[config.mk]
export PLATFORM = sky130hd
export DESIGN_NAME = dmux1t8_32_buf
export DESIGN_NICKNAME = d
export VERILOG_FILES = /design/src/rtl/dmux1t8_32_buf_pkg.sv /design/src/rtl/dmux1t8_32_buf_chan_buf.sv /design/src/rtl/dmux1t8_32_buf.sv
export SDC_FILE = /design/constraint.sdc
export NUM_CORES = 1
export LEC_CHECK = 0
export BUFFER_PORTS_ARGS = -buffer_cell sky130_fd_sc_hd__buf_4
export CORE_ASPECT_RATIO = 0.8
export CORE_MARGIN = 2
export CORE_UTILIZATION = 46
export DETAILED_ROUTE_END_ITERATION = 7
export PLACE_DENSITY = 0.82
export SLEW_MARGIN = 10
export SYNTH_ARGS = -nofsm -noshare
export SYNTH_HDL_FRONTEND = slang
export SYNTH_SLANG_ARGS = --single-unit
[constraint.sdc]
create_clock -name clk -period 8 [get_ports clk]
set_clock_uncertainty 0.2 [all_clocks]
set_input_delay 0 -clock clk [delete_from_list [all_inputs] [get_ports clk]]
set_output_delay 0 -clock clk [all_outputs]
set_load 0.01 [all_outputs]
[src/rtl/dmux1t8_32_buf_pkg.sv]
// Shared definitions for the dmux1t8_32_buf write distributor:
// channel count, select width, select decode and channel slice offsets.
package dmux1t8_32_buf_pkg;

    localparam int DMUX_NCH   = 8;
    localparam int DMUX_SEL_W = 3;

    // One-hot decode of a channel select.
    function automatic logic [DMUX_NCH-1:0] sel_onehot(input logic [DMUX_SEL_W-1:0] sel);
        logic [DMUX_NCH-1:0] oh;
        case (sel)
            3'd0:    oh = 8'b0000_0001;
            3'd1:    oh = 8'b0000_0010;
            3'd2:    oh = 8'b0000_0100;
            3'd3:    oh = 8'b0000_1000;
            3'd4:    oh = 8'b0001_0000;
            3'd5:    oh = 8'b0010_0000;
            3'd6:    oh = 8'b0100_0000;
            3'd7:    oh = 8'b1000_0000;
            default: oh = 8'b0000_0000;
        endcase
        return oh;
    endfunction

    // Bit offset of channel k inside the flattened output bus.
    function automatic int chan_slice(input int k, input int dw);
        return k * dw;
    endfunction

endpackage

[src/rtl/dmux1t8_32_buf_chan_buf.sv]
// Single-entry output buffer for one channel of dmux1t8_32_buf.
// A load always wins over a drain, so a full buffer can be refilled
// in the same cycle it is emptied. The data register keeps its last
// value after a drain and is cleared only by reset.
module dmux_chan_buf #(
    parameter int DW = 32
) (
    input  logic          clk,
    input  logic          rst,
    input  logic          load,
    input  logic [DW-1:0] d,
    input  logic          ready,
    output logic          valid,
    output logic [DW-1:0] q
);

    // Valid flag: set on load, cleared on handshake, otherwise held.
    always_ff @(posedge clk or posedge rst) begin
        if (rst) begin
            valid <= 1'b0;
        end else if (load) begin
            valid <= 1'b1;
        end else if (valid && ready) begin
            valid <= 1'b0;
        end else begin
            valid <= valid;
        end
    end

    // Data register: captures d on load, holds otherwise.
    always_ff @(posedge clk or posedge rst) begin
        if (rst) begin
            q <= {DW{1'b0}};
        end else if (load) begin
            q <= d;
        end else begin
            q <= q;
        end
    end

endmodule

[src/rtl/dmux1t8_32_buf.sv]
// dmux1t8_32_buf: 1-to-8 write distributor with one-entry buffer per channel.
// A word accepted on the input handshake lands in channel s one cycle later.
// Optional feature macro: DMUX_STALL_CNT_EN adds a saturating stall counter
// (stall_cnt, CNT_W bits) counting cycles with in_valid=1 and in_ready=0.
module dmux1t8_32_buf
    import dmux1t8_32_buf_pkg::*;
#(
    parameter int DW = 32
`ifdef DMUX_STALL_CNT_EN
    , parameter int CNT_W = 16
`endif
) (
    input  logic                    clk,
    input  logic                    rst,
    input  logic                    in_valid,
    output logic                    in_ready,
    input  logic [DMUX_SEL_W-1:0]   s,
    input  logic [DW-1:0]           d,
    output logic [DMUX_NCH-1:0]     out_valid,
    input  logic [DMUX_NCH-1:0]     out_ready,
    output logic [DMUX_NCH*DW-1:0]  o
`ifdef DMUX_STALL_CNT_EN
    , output logic [CNT_W-1:0]      stall_cnt
`endif
);

    logic                accept;
    logic [DMUX_NCH-1:0] load;

    // Input readiness: target channel is empty or being drained this cycle.
    always_comb begin
        in_ready = !out_valid[s] | out_ready[s];
        accept   = in_valid & in_ready;
    end

    // Select decode, gated so an unknown s with in_valid low loads nothing.
    always_comb begin
        if (accept) begin
            load = sel_onehot(s);
        end else begin
            load = {DMUX_NCH{1'b0}};
        end
    end

    genvar k;
    generate
        for (k = 0; k < DMUX_NCH; k++) begin : g_chan
            dmux_chan_buf #(
                .DW(DW)
            ) u_buf (
                .clk   (clk),
                .rst   (rst),
                .load  (load[k]),
                .d     (d),
                .ready (out_ready[k]),
                .valid (out_valid[k]),
                .q     (o[chan_slice(k, DW) +: DW])
            );
        end
    endgenerate

`ifdef DMUX_STALL_CNT_EN
    localparam logic [CNT_W-1:0] CNT_MAX = {CNT_W{1'b1}};
    localparam logic [CNT_W-1:0] CNT_ONE = {{(CNT_W-1){1'b0}}, 1'b1};

    // Stall counter: count refused input cycles, saturating at all-ones.
    always_ff @(posedge clk or posedge rst) begin
        if (rst) begin
            stall_cnt <= {CNT_W{1'b0}};
        end else if (in_valid && !in_ready && (stall_cnt != CNT_MAX)) begin
            stall_cnt <= stall_cnt + CNT_ONE;
        end else begin
            stall_cnt <= stall_cnt;
        end
    end
`endif

endmodule

Word level (Yosys, flattened, before mapping)
Memories as Yosys holds them, arrays and structs flattened.
Index checks and enable logic that the tools add are counted.

operators by class
  order comparisons = 1
  muxes and demuxes = 21
  reduce and logical (&&, ||, !) cells = 17
  bitwise logic cells = 2

operators with widths
  kind                number
  $mux 1              18
  $reduce_bool 2->1   8
  $logic_and 1x1->1   8
  $mux 8              1
  $bmux 1 s3          2
  $lt 3x4->1 const B  1
  $and 1x1->1         1
  $logic_not 1->1     1
  $or 1x1->1          1

storage, ports and cells
  memories = 1
  logic and storage cells = 58
  bits of input ports = 46
  register bits = 264
  bits in read-only memories = 64
  output and inout bits = 265

memory list
  name             words  bits a word  read ports  clocked after memory_dff  wr ports  line                      RTL
  (no name shown)  8      8            1           0                         0         dmux1t8_32_buf_pkg.sv:11  case (sel)

Longest topological paths before layout
Gate-level depths: netlist of run 1.

  word-level depth = 7
  mapped depth = 6
  mapped depth without buffers = 3

Modules after synthesis
Synthesis of run 1 repeated with hierarchy kept, for this count alone.

second synthesis, totals
  cells, all modules = 609
  area total of the unflattened synthesis = 11,323.4 um^2

by module, submodules not included
  module          instances  cells an instance  area an instance (um^2)
  dmux_chan_buf   8          72                 1,381.3
  dmux1t8_32_buf  1          33                 272.8

Worst setup path after synthesis of run 1
No wires, ideal clock.

  kind = flip-flop to flip-flop
  start point = register g_chan[6].u_buf.valid
  end point = register g_chan[6].u_buf.q[19]
  library setup time = 0.125 ns
  slack = 6.308 ns
  cell stages (with the launch flop) = 6
  clock period less this slack = 1.692 ns
  arrival = 1.367 ns
  cell sequence = dfrtp_1 nand2b_1 and4_1 clkbuf_1 buf_2 mux2_2

between the ends
  word-level cells in the longest chain between the ends = 6

ends and longest elaborated chain
  element                       line                           RTL
  from (decl)                   dmux1t8_32_buf_chan_buf.sv:13  output logic valid,
  from (signal assigned)        dmux1t8_32_buf_chan_buf.sv:26  valid <= valid;
  $bmux 1 s3                    dmux1t8_32_buf.sv:32           in_ready = !out_valid[s] | out_ready[s];
  $mux 1 (not written as such)  dmux1t8_32_buf.sv:32
  $logic_not 1->1               dmux1t8_32_buf.sv:32
  $or 1x1->1                    dmux1t8_32_buf.sv:32
  $and 1x1->1                   dmux1t8_32_buf.sv:33           accept = in_valid & in_ready;
  $mux 8                        dmux1t8_32_buf.sv:38           if (accept) begin
  to (signal assigned)          dmux1t8_32_buf_chan_buf.sv:33  q <= {DW{1'b0}};
  to (signal assigned)          dmux1t8_32_buf_chan_buf.sv:37  q <= q;
  to (decl)                     dmux1t8_32_buf_chan_buf.sv:14  output logic [DW-1:0] q

Every way passes these cells. The select of a mux whose other input is x is not followed.
A chain may end at the register's enable or synchronous reset.

Worst setup path after layout of run 1
  start point = register g_chan[7].u_buf.valid
  end point = register g_chan[7].u_buf.q[25]

between the ends
  word-level cells in the longest chain between the ends = 6

ends and longest elaborated chain
  element                       line
  from (decl)                   dmux1t8_32_buf_chan_buf.sv:13
  from (signal assigned)        dmux1t8_32_buf_chan_buf.sv:26
  $bmux 1 s3                    dmux1t8_32_buf.sv:32
  $mux 1 (not written as such)  dmux1t8_32_buf.sv:32
  $logic_not 1->1               dmux1t8_32_buf.sv:32
  $or 1x1->1                    dmux1t8_32_buf.sv:32
  $and 1x1->1                   dmux1t8_32_buf.sv:33
  $mux 8                        dmux1t8_32_buf.sv:38
  to (signal assigned)          dmux1t8_32_buf_chan_buf.sv:33
  to (signal assigned)          dmux1t8_32_buf_chan_buf.sv:37
  to (decl)                     dmux1t8_32_buf_chan_buf.sv:14

Every way passes these cells. The select of a mux whose other input is x is not followed.

==> results by group, run 1 <==
Floorplan
  • Std-Cell Rows: 48
  • Die height: around 140 µm
  • Initial core utilization: 46.8%
  • Die Wd: between 150 and 200 µm
  • Die area: 0.0231 mm²
  • Core area: approximately 0.022 mm²
  • Top Ports: approximately 310

Timing
  • Tmin final: between 2000 and 3000 ps
  • Final setup violation count: 0
  • Final Hold Fails: 17
  • Slew HR: between 20% and 30%
  • Hold Slack: -21.3 ps
  • TNS Setup: 0 ps
  • Setup ws final: approximately 5500 ps
  • FMAX: 394 MHz
  • RSZ-0062 raised after global routing: no
  • Fin. max-slew vios: 0
  • Slew @ Worst Pin: around 1200 ps
  • Final period utilization: about a third

Cells and area
  • Area growth, synth to finish: 39.1%
  • Antenna diodes: 0
  • Commonest non-fill, non-tap cells in the layout: buf_4 (318), dfrtp_1 (264), mux2_2 (227), dlygate4sd3_1 (52), mux2_4 (29)
  • Fill cells: 1548
  • Post-layout util: between 60% and 70%
  • Fraction of layout cells with a size suffix above 1: between 60% and 70%
  • Layout net count: 1000
  • Fin cells: 1249
  • Commonest non-fill, non-tap cell in the layout: buf_4

Detailed routing
  • Metal3 WL: 1820 µm
  • Antenna-violating nets left: 0
  • 1st-pass router iterations: 4
  • Max layer used: met4
  • Wl on met1: ~11000 µm
  • DR vias: 6509
  • DRT iter0 DRCs: around 310
  • Met2 WL: between 10000 and 15000 µm
  • Number of vias per cell: roughly 5.2
  • Total wire length: 27200 µm
  • # DRC: 0
  • Routed WL per cell: 21.8 µm

Yosys
  • Register area share after synthesis: about two thirds
  • Synthesized cell area: 0.0101 mm²
  • Post-Syn Nets: around 640
  • Yosys cell types: 21
  • #FFs+latches synth: approximately 260
  • Ys Warns: 0
  • Synthesized instance count: between 500 and 600
  • Syn Area/Cell: 17.1 µm²

Placement
  • Dpl ws: approximately 5500 ps
  • Placed insts: between 1000 and 1500
  • RD Place Congestion: 0.805
  • IO Port Bufs: 310
  • Detail Placement HPWL: between 15000 and 20000 µm

Setup path
  • Worst-path fanout max: 11
  • R2r setup slk: roughly 5500 ps
  • Startpoint types: register
  • Worst Setup End Kind: register
  • CP Class: reg -> reg
  • Worst EP arrival: about 2700 ps
  • Req. time, crit path: 8200 ps

Clock tree
  • Clock-pin slew on the worst setup and hold paths: around 60 ps
  • CTS H-tree lvls: 1
  • Clk sinks: 264
  • Max Root-Sink Buffers: 3
  • CTS buffer count: 26
  • Later-pin clock latency in the skew report: about 520 ps
  • Hold-fix buffers, CTS: 52
  • Post-cts gate resize count: 0
  • Root buffer cell: clkbuf_16
  • Clock tree from TritonCTS: done
  • Post-CTS Setup Bufs: 0

Global routing
  • Vias in the first global route: just under 7000
  • First-pass GRT wire length: between 40000 and 50000 µm
  • Initial antenna violation count: 0
  • Global route total overflow: 0
  • Largest net degree at the start of global routing: 118
  • GRT Total Usage: 22.9%

Run status
  • Failing checks: hold timing
  • Status: complete, but fails checks

Pwr
  • Maximum VDD drop: roughly 0.21 mV
  • Static Leak: ~0.0067 µW
  • Power density over the cells: a little under 300 mW/mm²

Hold path
  • Worst min-delay path class: in -> async

Job
  • Max-Cap Viols: 0
Yosys cell counts:
cell	n	area, µm²
buf_6	4	45.0
buf_4	8	60.1
nand3_1	2	10.0
dfrtp_1	264	6610
and4_1	1	8.76
mux4_2	2	45.0
o21ai_0	4	20.0
nor3b_2	3	37.5
or3b_1	1	8.76
nor2b_1	2	12.5
mux2_1	1	11.3
buf_2	22	110
clkbuf_1	1	3.75
nand2_1	7	26.3
mux2_4	29	435
nand2b_1	9	56.3
nor2_1	1	3.75
inv_1	1	3.75
nand4_1	1	6.26
mux2_2	227	2560
nand2b_4	1	13.8
worst paths after layout:
| check | from | end | cells past startpoint |
|---|---|---|---|
| hold / removal | rst | g_chan[4].u_buf.q[17] | 3 |
| min in group clk | d[23] | g_chan[6].u_buf.q[23] | 3 |
| setup reg to reg | g_chan[7].u_buf.valid | g_chan[7].u_buf.q[25] | 4 |
| setup / recovery | g_chan[7].u_buf.valid | g_chan[7].u_buf.q[25] | 4 |
| max in group asynchronous | rst | g_chan[0].u_buf.q[16] | 4 |
| hold reg to reg | g_chan[5].u_buf.q[10] | g_chan[5].u_buf.q[10] | 1 |
final cells by class:
cell class / count / area (µm²) / share of cell area [%]
clock buffers: 41 / 808 / 5.76
clock inverters: 7 / 62.6 / 0.446
inverters: 1 / 11.3 / 0.0803
multi-input cells: 291 / 3280 / 23.4
flip-flops and latches: 264 / 6610 / 47.1
well taps: 275 / 344 / 2.45
repair buffers: 370 / 2910 / 20.7
metal layers:
layer,track usage [%],up-vias
met2,39.0,264
met3,5.21,51
met1,29.5,3386
li1,-,2808
met5,0,-
met4,6.65,0
power by group:
group	total, µW	switching [µW]	internal, µW	leakage, µW
combinational	1080	456	625	0.00309
sequential	1800	172	1630	0.00318
clock	1230	506	724	0.000431
per-stage QoR:
stage                     instance area [µm²]  power, µW
after global placement                  12600       2840
after floorplan                         10100       2250
final                                   14000       4110
after detailed placement                12600       2880
after CTS                               14000       4140
after global routing                    14000       4280
state kept, by name (all words and copies together), names as in the netlist:
| register | cells |
|---|---|
| g_chan.u_buf.q | 256 |
| g_chan.u_buf.valid | 8 |
critical path, cell delays in order (launching register included):
cell	delay, ps
dfrtp_1	370
nand2b_1	110
nor3b_4	300
dlygate4sd3_1	1020
mux2_2	410
cells by family (layout without fill, tap and decap cells):
kind of cell | count (synthesis) | after routing | synth area share, %
AO/OA/AOI/OAI | 4 | 4 | 0.199
flip-flops | 264 | 264 | 65.5
AND/OR/NAND/NOR | 28 | 28 | 1.82
multiplexers | 259 | 259 | 30.2
buffers and inverters | 36 | 419 | 2.21
(Power assumes the default switching activity.)
==> inputs of run 2 (changes only) <==
Settings changed: CORE_UTILIZATION 46 to 51, PLACE_DENSITY 0.82 to 0.86.
Clock period 8 ns to 2.59 ns, I/O delays scaled along.
==> results by group, run 2 (synthesis gave the netlist of run 1 again) <==
Setup path
  • Startpoint types: register
  • Crit path depth: 4
  • Critical-path cell list: nand2b_1, mux4_2, mux2_2, buf_4
  • Critical path origin: g_chan[4].u_buf.valid
  • Worst-path fanout max: 3
  • FF-to-FF End: g_chan[4].u_buf.q[0]
  • Worst EP arrival: 1930 ps
  • R2r setup slk: slightly above 500 ps
  • Slowest library cell on the worst path: mux4_2
  • Worst Setup End Kind: output port
  • Critical path buffer and inverter count: 1
  • Req. time, crit path: ~2400 ps
  • CP Class: reg -> out
  • Largest delay contributor family on the critical path: multiplexers
  • Max incr delay on CP: 460 ps
  • Worst r2r src: g_chan[4].u_buf.valid
  • Worst r2r path cells: 4
  • Crit path capture: in_ready

Hold path
  • Worst min-delay path class: in -> reg
  • Min-delay src: d[14]
  • Hold path depth: 3

Placement
  • Detail Placement HPWL: approximately 18000 µm
  • RD Place Congestion: 0.764
  • Dpl ws: 597 ps
  • IO Port Bufs: slightly above 300
  • Placed cell areas: around 0.013 mm²

Cells and area
  • Max reg flops: 256
  • Commonest non-fill, non-tap cells in the layout: buf_4 (327), dfrtp_1 (264), mux2_2 (227), dlygate4sd3_1 (47), mux2_4 (29)
  • Finished layout cell area: approximately 0.014 mm²
  • Reg with most FFs: g_chan.u_buf.q
  • Antenna diodes: 0
  • Commonest non-fill, non-tap cell in the layout: buf_4
  • Layout net count: 1008
  • Area growth, synth to finish: 39.8%
  • Fraction of layout cells with a size suffix above 1: 65.2%
  • Top Registers: g_chan.u_buf.q (256), g_chan.u_buf.valid (8)

Clock tree
  • Clock-pin slew on the worst setup and hold paths: around 70 ps
  • CTS H-tree lvls: 1
  • Root buffer cell: clkbuf_16
  • Clock tree from TritonCTS: done
  • Clk sinks: approximately 260
  • Max Root-Sink Buffers: 3
  • Post-CTS Setup Bufs: 0
  • Later-pin clock latency in the skew report: between 500 and 600 ps
  • CTS buffer count: 26

Timing
  • Final Hold Fails: 0
  • Final setup violation count: 0
  • Slew HR: roughly 62%
  • Fin. max-slew vios: 0
  • Setup ws final: between 400 and 500 ps
  • Final period utilization: 82.1%
  • FMAX: 470 MHz
  • Slew @ Worst Pin: 569 ps
  • RSZ-0062 raised after global routing: no
  • Tmin final: between 2000 and 2500 ps

Floorplan
  • Initial core utilization: between 50% and 60%
  • Die Wd: 161 µm
  • Die area: 0.0209 mm²
  • Top Ports: 311
  • Std-Cell Rows: 45
  • Die height: between 100 and 150 µm
  • Core area: about 0.019 mm²

Global routing
  • GRT Total Usage: between 20 and 30%
  • M2 GR Usage: around 45%
  • Initial antenna violation count: 0
  • First-pass GRT wire length: approximately 41000 µm
  • GR Layer Usage met3: 6.58%
  • GRT Max-Usage Layer: met2
  • Vias in the first global route: roughly 7000
  • Largest net degree at the start of global routing: 96
  • Global route total overflow: 0
  • M1 GR Usage: between 30% and 40%

Detailed routing
  • Antenna-violating nets left: 0
  • Total wire length: between 20000 and 30000 µm
  • Routed WL per cell: 21.6 µm
  • Number of vias per cell: 5.24
  • DR vias: 6489
  • 1st-pass router iterations: 4
  • DRT iter0 DRCs: slightly below 400
  • # DRC: 0

Job
  • Max-Cap Viols: 0

Pwr
  • Maximum VDD drop: around 0.55 mV
  • Static Leak: around 0.0068 µW
  • Power density over the cells: about 900 mW/mm²

Run status
  • Status: finished clean
[run 2: cell count changes in the layout (fill, tap and decap cells not counted), moves of 2 or more]
cell	change
dlygate4sd3_1	-5
buf_12	+4
buf_4	+9
clkinv_2	-2
clkinv_8	+2
[run 2: what timing repair did]
item                      in CTS  in global routing
hold buffers                  47                  0
resized for setup              0                  0
hold endpoints to repair     475                  0
[run 2: power breakdown]
group          switching, µW  internal [µW]  leakage [µW]  total (µW)
clock network           1550           2210      0.000431        3760
logic                   1420           1940       0.00314        3360
registers                527           5040       0.00318        5560
total                   3490           9190       0.00675       12700
[run 2: worst min-delay path by stage]
stage	endpoint
after CTS	g_chan[1].u_buf.q[14]
after detailed placement	g_chan[2].u_buf.q[29]
final	g_chan[5].u_buf.q[14]
after floorplan	g_chan[6].u_buf.q[23]
after global placement	g_chan[7].u_buf.q[29]
after global routing	g_chan[1].u_buf.q[15]
[run 2: worst reg2reg max path, stage by stage, from the launching register on]
cell      delay, ps
dfrtp_1         410
nand2b_1        170
nand3_2         430
buf_4           430
mux2_2          330
[run 2: metal layers]
layer | routed length, µm | vias up
met2 | 13400 | 243
met4 | 586 | 0
li1 | - | 2822
met3 | 1770 | 36
met5 | 0 | -
met1 | 11000 | 3388
[run 2: per-stage QoR]
stage               hold WS (ps)  instances  util, %  setup TNS, ps  total power, µW
finish                       121       1238     73.4              0            12700
global route                 111       1238     73.4              0            13200
CTS                         93.6       1238     73.4              0            12700
detailed placement          -154       1145     66.4              0             8900
global placement            -157       1145     66.4              0             8780
floorplan                  -65.3        591        -        -288690             6970
[run 2: final cells by class]
class	count	area, µm²
Clock buffer	40	793
Inverter	1	7.51
Sequential cell	264	6610
Multi-Input combinational cell	291	3280
Clock inverter	6	77.6
Fill cell	1172	5100
Tap cell	258	323
Timing Repair Buffer	378	3010
==> inputs of run 3 (changes only) <==
Clock period 2.59 ns to 2.05 ns, I/O delays scaled along.
==> results by group, run 3 (synthesis gave the netlist of run 1 again) <==
Run status
  • Status: complete, but fails checks
  • Failing checks: setup timing

Clock tree
  • Clk sinks: 264
  • CTS H-tree lvls: 1
  • Clock tree from TritonCTS: done
  • Clock-pin slew on the worst setup and hold paths: about 60 ps
  • CTS buffer count: 26
  • Later-pin clock latency in the skew report: 510 ps
  • Max Root-Sink Buffers: 3
  • Root buffer cell: clkbuf_16

Global routing
  • GRT Total Usage: 26.2%
  • Vias in the first global route: 7125
  • First-pass GRT wire length: around 42000 µm
  • Largest net degree at the start of global routing: 101
  • Global route total overflow: 0
  • Initial antenna violation count: 0

Timing
  • FMAX: around 480 MHz
  • Final period utilization: 102%
  • Setup ws final: -39.7 ps
  • Slew @ Worst Pin: about 570 ps
  • Final Hold Fails: 0
  • Final setup violation count: 1
  • Tmin final: ~2100 ps
  • Slew HR: around three fifths
  • RSZ-0062 raised after global routing: yes
  • TNS Setup: -39.7 ps
  • Fin. max-slew vios: 0

Placement
  • Placed cell areas: roughly 0.013 mm²
  • Placed insts: roughly 1100
  • IO Port Bufs: 310
  • RD Place Congestion: between 0.7 and 0.8
  • Detail Placement HPWL: around 18000 µm

Setup path
  • Worst-path fanout max: 2
  • Worst Setup End Kind: output port
  • Req. time, crit path: about 1900 ps
  • Worst EP arrival: between 1500 and 2000 ps
  • CP Class: reg -> out
  • Startpoint types: register

Cells and area
  • Fraction of layout cells with a size suffix above 1: about two thirds
  • Fin cells: 1245
  • Antenna diodes: 0
  • Top Registers: g_chan.u_buf.q (256), g_chan.u_buf.valid (8)
  • Finished layout cell area: between 0.01 and 0.015 mm²
  • Max reg flops: roughly 260
  • Fill cells: 1160
  • Layout net count: just over 1000
  • Commonest non-fill, non-tap cell in the layout: buf_4
  • Post-layout util: between 70% and 80%
  • Reg with most FFs: g_chan.u_buf.q
  • Area growth, synth to finish: 40.2%
  • Commonest non-fill, non-tap cells in the layout: buf_4 (329), dfrtp_1 (264), mux2_2 (226), dlygate4sd3_1 (48), mux2_4 (30)

Floorplan
  • Top Ports: between 300 and 400
  • Die area: ~0.021 mm²
  • Die height: 130 µm
  • Die Wd: about 160 µm
  • Initial core utilization: 52.5%
  • Core area: 0.0192 mm²
  • Std-Cell Rows: 45

Detailed routing
  • Number of vias per cell: 5.33
  • Antenna-violating nets left: 0
  • DRT iter0 DRCs: 430
  • Total wire length: ~28000 µm
  • 1st-pass router iterations: 4
  • # DRC: 0
  • Routed WL per cell: about 22 µm
  • DR vias: approximately 6600

Pwr
  • Maximum VDD drop: just over 0.8 mV
  • Total power: about 16000 µW
  • Static Leak: 0.00677 µW
  • Power density over the cells: 1130 mW/mm²

Hold path
  • Worst min-delay path class: in -> reg

Job
  • Max-Cap Viols: 0
## run 3: cell types whose count changed in the layout (fill, tap and decap cells not counted), moves of 2 or more
cell	previous run	this run
clkbuf_1	5	11
buf_12	4	6
buf_4	327	329
clkinv_8	2	0
clkbuf_8	9	4
## run 3: final cells by class
cell class              instances  area [µm²]  area share, %
clock buffers                  42         772           5.46
clock inverters                 5        50.0          0.354
inverters                       1        7.51         0.0531
multi-input cells             291        3290           23.3
flip-flops and latches        264        6610           46.7
well taps                     258         323           2.28
repair buffers                384        3080           21.8
## run 3: final timing paths
kind	slack [ps]	endpoint	from	depth (start not counted)
min in group asynchronous	410	g_chan[7].u_buf.q[27]	rst	4
max in group asynchronous	410	g_chan[1].u_buf.q[13]	rst	5
worst max-delay path	-40	in_ready	g_chan[0].u_buf.valid	4
worst min register to register	300	g_chan[4].u_buf.q[14]	g_chan[4].u_buf.q[14]	1
worst max register to register	170	g_chan[5].u_buf.q[6]	g_chan[5].u_buf.valid	4
worst min-delay path	120	g_chan[1].u_buf.q[22]	d[22]	3
## run 3: timing repair
action / 4_1_cts / 5_1_grt
resized for setup: 2 / 1
pin swaps: 0 / 1
buffers inserted: 3 / 2
hold buffers: 48 / 0
endpoints found under the hold margin: 528 / 0
endpoints found under the setup margin: 1 / 13
## run 3: worst max-delay path: stages (launching register included)
cell and delay, ps:
dfrtp_1 370, nand2b_1 100, mux4_2 480, mux2_4 290
buf_6 120
## run 3: stage by stage
stage                     hold WS (ps)  setup slack, ps
after floorplan                  -65.3            -1630
after global placement            -231              217
after detailed placement          -222              194
after CTS                          109            -58.0
after global routing               122            -79.7
final                              119            -39.7
## run 3: where the power goes
group | internal, µW | total, µW | switching (µW)
combinational | 2460 | 4270 | 1810
clock | 2690 | 4610 | 1920
sequential | 6360 | 7060 | 695
total | 11500 | 15900 | 4430
## run 3: metal layers
metal  global-route usage [%]  up-vias  share of wire, %
met5                        0        -                 0
met4                     7.04        0               2.5
met3                     7.50       52               7.7
met2                     45.6      270                50
met1                     32.8     3472                40
li1                         -     2839                 -
